--- src/rtl/byte_issue_ctrl.sv ---
// byte_issue_ctrl: FIFO-buffered byte feeder for the load/shift/out stage,
// issuing one start pulse per PERIOD cycles and flagging each stage result with done.
module byte_issue_ctrl #(
   parameter int DEPTH  = 4,
   parameter int AW     = 2,
   parameter int PERIOD = 4
) (
   input  logic          clk,
   input  logic          rst_n,
   input  logic          i_in_valid,
   input  logic [7:0]    i_in_data,
   output logic          o_in_ready,
   input  logic          i_flush,
   output logic          o_start,
   output logic [7:0]    o_proc_data,
   output logic          o_done,
   output logic          o_busy,
   output logic [AW:0]   o_fifo_count
);
   localparam int PW = $clog2(PERIOD);
   typedef enum logic [1:0] {IDLE, ISSUE, HOLD, WAIT} state_t;
   state_t          r_state, w_next;
   logic [PW-1:0]   r_phase, w_phase_nxt;
   logic [7:0]      r_mem [DEPTH];
   logic [AW-1:0]   r_wp, r_rp;
   logic [AW:0]     r_count;
   logic            r_start, r_done, r_busy;
   logic [7:0]      r_proc_data;
   logic            w_push, w_pop, w_last;
   assign o_in_ready   = r_count != (AW+1)'(DEPTH);
   assign o_fifo_count = r_count;
   assign o_start      = r_start;
   assign o_done       = r_done;
   assign o_busy       = r_busy;
   assign o_proc_data  = r_proc_data;
   assign w_last = r_phase == PW'(PERIOD-1);
   // flush cancels both the push and any pop scheduled in the same cycle
   assign w_push = i_in_valid && o_in_ready && !i_flush;
   assign w_pop  = !i_flush && r_count != '0 && (r_state == IDLE || (r_state == WAIT && w_last));
   always_comb begin
      w_next = r_state == IDLE  ? (w_pop ? ISSUE : IDLE) :
               r_state == ISSUE ? HOLD :
               r_state == HOLD  ? WAIT :
               !w_last          ? WAIT :
               w_pop            ? ISSUE : IDLE;
      w_phase_nxt = (w_next == ISSUE || w_next == IDLE) ? '0 : r_phase + 1'b1;
   end
   always_ff @(posedge clk)
      if (w_push) r_mem[r_wp] <= i_in_data;
   always_ff @(posedge clk or negedge rst_n) begin
      if (!rst_n) begin
         r_wp        <= '0;
         r_rp        <= '0;
         r_count     <= '0;
         r_state     <= IDLE;
         r_phase     <= '0;
         r_start     <= 1'b0;
         r_done      <= 1'b0;
         r_busy      <= 1'b0;
         r_proc_data <= '0;
      end else begin
         r_wp        <= i_flush ? '0 : r_wp + AW'(w_push);
         r_rp        <= i_flush ? '0 : r_rp + AW'(w_pop);
         r_count     <= i_flush ? '0 : r_count + (AW+1)'(w_push) - (AW+1)'(w_pop);
         r_state     <= w_next;
         r_phase     <= w_phase_nxt;
         r_start     <= w_pop;
         r_busy      <= w_next != IDLE;
         r_done      <= r_state == WAIT && r_phase == PW'(3);
         r_proc_data <= w_pop ? r_mem[r_rp] : r_proc_data;
      end
   end
endmodule

--- config.mk ---
export PLATFORM = sky130hd
export DESIGN_NAME = byte_issue_ctrl
export DESIGN_NICKNAME = d
export VERILOG_FILES = /design/src/rtl/byte_issue_ctrl.sv
export SDC_FILE = /design/constraint.sdc
export NUM_CORES = 1
export LEC_CHECK = 0
export CORE_UTILIZATION = 54
export DETAILED_ROUTE_END_ITERATION = 10
export HOLD_SLACK_MARGIN = 0.15
export PLACE_DENSITY = 0.78
export SYNTH_ARGS = -nofsm -noshare
export SYNTH_HDL_FRONTEND = slang
export SYNTH_SLANG_ARGS = --single-unit
export TNS_END_PERCENT = 5
--- constraint.sdc ---
create_clock -name clk -period 3.57 [get_ports clk]
set_input_delay 0.5355 -clock clk [delete_from_list [all_inputs] [get_ports clk]]
set_output_delay 0.5355 -clock clk [all_outputs]
set_load 0.02 [all_outputs]
==> impl_metrics.yaml <==
status:
  status: "complete, no violations"
logic_synthesis:
  ys.flop_type: "edfxtp_1"
  synth_nets: 131
  synth.largest_area_cell: "edfxtp_1"
  ys_seq_elements: 54
  synth_top_area_share_pct: 45.9
  postSynthAreaPerCell_sq_um: 18.5
  synth_area_leaders: "edfxtp_1, dfrtp_1, mux4_2"
  synth_cells: 113
  ys_seq_area_share_pct: 72.1
  synth_edf_count: 32
  synth_commonest_cells: "edfxtp_1, dfrtp_1, mux2_2, mux4_2"
  syn_area_sq_um: 2100
  ys_async_sr_fraction_pct: 40.7
  yosysMostFrequentCell: "edfxtp_1"
  ys_types: 28
  ys_warn_count: 0
power:
  power_mw: 1.67
  vdd_drop_max_v: 0.000409
  power.net_switching_mw: 0.498
  seq_power_share_pct: 50.6
  p_leak_nw: 0.945
  swShare_pct: 29.7
  clkPwrFrac_pct: 19.0
  p_per_area_nw_per_um2: 667
  p_int_mw: 1.18
  comb_power_share_pct: 30.4
placement:
  dp.cells: 188
  dpl_cell_area_sq_um: 2430
  io_buffers: 26
  gp_congestion: 0.732
  place_hpwl_um: 2350
worst_hold_path:
  min_from: "r_phase[0]"
  hp-class: "register to register"
  worstHoldEndpoint: "r_phase[0]"
  hold_path_depth: 1
detailed_routing:
  wl_per_cell_um: 17.2
  ant_nets: 0
  drt_iter0_drc: 35
  first_pass_iters: 4
  vias_per_cell: 5.42
  num_vias: 1063
  drt_wl_total_um: 3380
  drc: 0
die:
  die_y_um: 64.3
  start_util_pct: 56.8
  rows: 22
  io-pin-count: 27
  die_area_sq_um: 4130
  design.core.area_sq_um: 3690
  fp.dieW_um: 64.3
setup_path:
  path_delay_family: "adder cells"
  slowest_delay_ps: 630
  crit_path_top_delay_cell: "clkdlybuf4s50_1"
  critPathKind: "primary input to register"
  worstPathCellList: "clkdlybuf4s50_1 > nand3b_1 > ha_1 > inv_1 > ha_1 > inv_1 > fa_1 > xor2_1 > and2_1 > nor3_1"
  reg2reg_setup_slack_ps: 1030
  endpoint_kind: "register"
  crit_buf_inv: 3
  arrival_ps: 2890
  crit_fanout: 12
  startpoint_type: "primary input"
  reg2reg_depth: 10
  crit_start: "i_flush"
  required_ps: 3780
  r2r_start: "o_fifo_count[1]"
  rr_endpoint: "o_fifo_count[2]"
timing:
  max-slew-margin-rel_pct: 34.7
  fmax_ghz: 0.373
  tightest_slew_ps: 976
  fin_skew_ps: 9.03
  grt_setup_unrepaired: "false"
  fin_crit_ps: 2680
  setup_tns_ps: 0
  finalCritPeriodShare_pct: 75.0
  maxSlewViolCount: 0
  setup_viol: 0
  hold_viol: 0
cts:
  postCtsHoldBufs: 0
  cts_buffer_depth: 2
  post_cts_buffers: 0
  cts_sinks: 54
  cts.clk_slew.worst_paths_ps: 90
  htreeDepth: 2
  cts_tree: "done"
  cts_made_buffers: 5
  ctsRootBufferMaster: "clkbuf_8"
  clk_latency_ps: 300
  post_cts_resized: 0
cells_and_area:
  layout.cells.non_filler: 196
  fill_cells: 260
  utilization_pct: 68.0
  nets: 165
  final_cell_area_sq_um: 2510
  syn_to_final_growth_pct: 19.8
  drive_gt1_share_pct: 20.3
  diodes: 0
grt:
  grt_pass1_wl_um: 5590
  grt_max_degree: 23
  antenna_found_initial: 0
  gr-usage-all-layers_pct: 19.3
  grt_pass1_vias: 1186
  grt_overflow: 0
job:
  max_cap_viol_count: 0
==> final cells by class <==
type	count	area, sq um	share of cell area [%]
timing repair buffer	30	290	11.6
multi-input combinational	51	546	21.7
inverter	5	18.8	0.748
sequential	54	1510	60.2
tap	48	60.1	2.39
clock inverter	1	7.51	0.299
clock buffer	7	76.3	3.04
==> through the flow <==
| stage | worst slack [ps] | hold slack (ps) |
|---|---|---|
| 5_1_grt | 720 | 481 |
| 3_3_place_gp | 662 | 422 |
| 2_1_floorplan | 987 | 240 |
| 6_report | 891 | 462 |
| 3_5_place_dp | 593 | 448 |
| 4_1_cts | 899 | 460 |
==> cells in the final DEF, fill, tap and decap left out, types with 3 or more instances in the layout <==
master	n
clkdlybuf4s50_1	26
nor2b_1	3
nor2_1	5
edfxtp_1	32
buf_4	4
mux4_2	8
nor3_1	4
ha_1	5
inv_1	5
dfrtp_1	22
mux2_2	8
clkbuf_8	5
==> power by group through the flow <==
stage	Clock [mW]	Combinational [mW]	Sequential, mW
6_report	0.319	0.509	0.847
5_1_grt	0.356	0.549	0.863
4_1_cts	0.325	0.516	0.849
3_5_place_dp	0	0.513	0.863
3_3_place_gp	0	0.488	0.851
2_1_floorplan	0	0.218	0.923
==> per-layer routing <==
| layer | part of all wire, % | track usage [%] |
|---|---|---|
| met2 | 51 | 31.8 |
| met5 | 0 | 0 |
| met3 | 2.8 | 3.75 |
| met4 | 1.3 | 9.17 |
| met1 | 45 | 24.7 |
==> worst reg2reg max path, stage by stage, from the launching register on <==
cell	delay, ps
dfrtp_1	460
or3b_2	510
nand3b_1	190
ha_1	260
inv_1	50
ha_1	130
inv_1	40
fa_1	370
xor2_1	160
and2_1	160
nor3_1	120
==> registers in the layout, indices dropped and copies added, names as in the netlist <==
signal	flops
r_mem	32
o_proc_data	8
o_fifo_count	3
r_phase	2
r_rp	2
r_state	2
r_wp	2
o_busy	1
o_done	1
o_start	1
==> worst max-delay path by stage <==
stage                 endpoint  cells after the start
2_1_floorplan  o_fifo_count[2]                     10
3_3_place_gp   o_fifo_count[2]                     10
3_5_place_dp   o_fifo_count[2]                     10
4_1_cts        o_fifo_count[2]                     10
5_1_grt        o_fifo_count[2]                     10
6_report       o_fifo_count[2]                     10
==> logic make-up after synthesis <==
kind of cell / Yosys count / share of synthesized area (%)
DFF: 54 / 72.1
and+or+nand+nor: 22 / 6.03
AOI/OAI and AO/OA: 4 / 1.91
adders and majority gates: 6 / 3.94
muxes: 16 / 12.9
buffers and inverters: 8 / 1.85
xor gates and xnor gates: 3 / 1.25
Note: power is estimated with default switching activity, not from simulation.
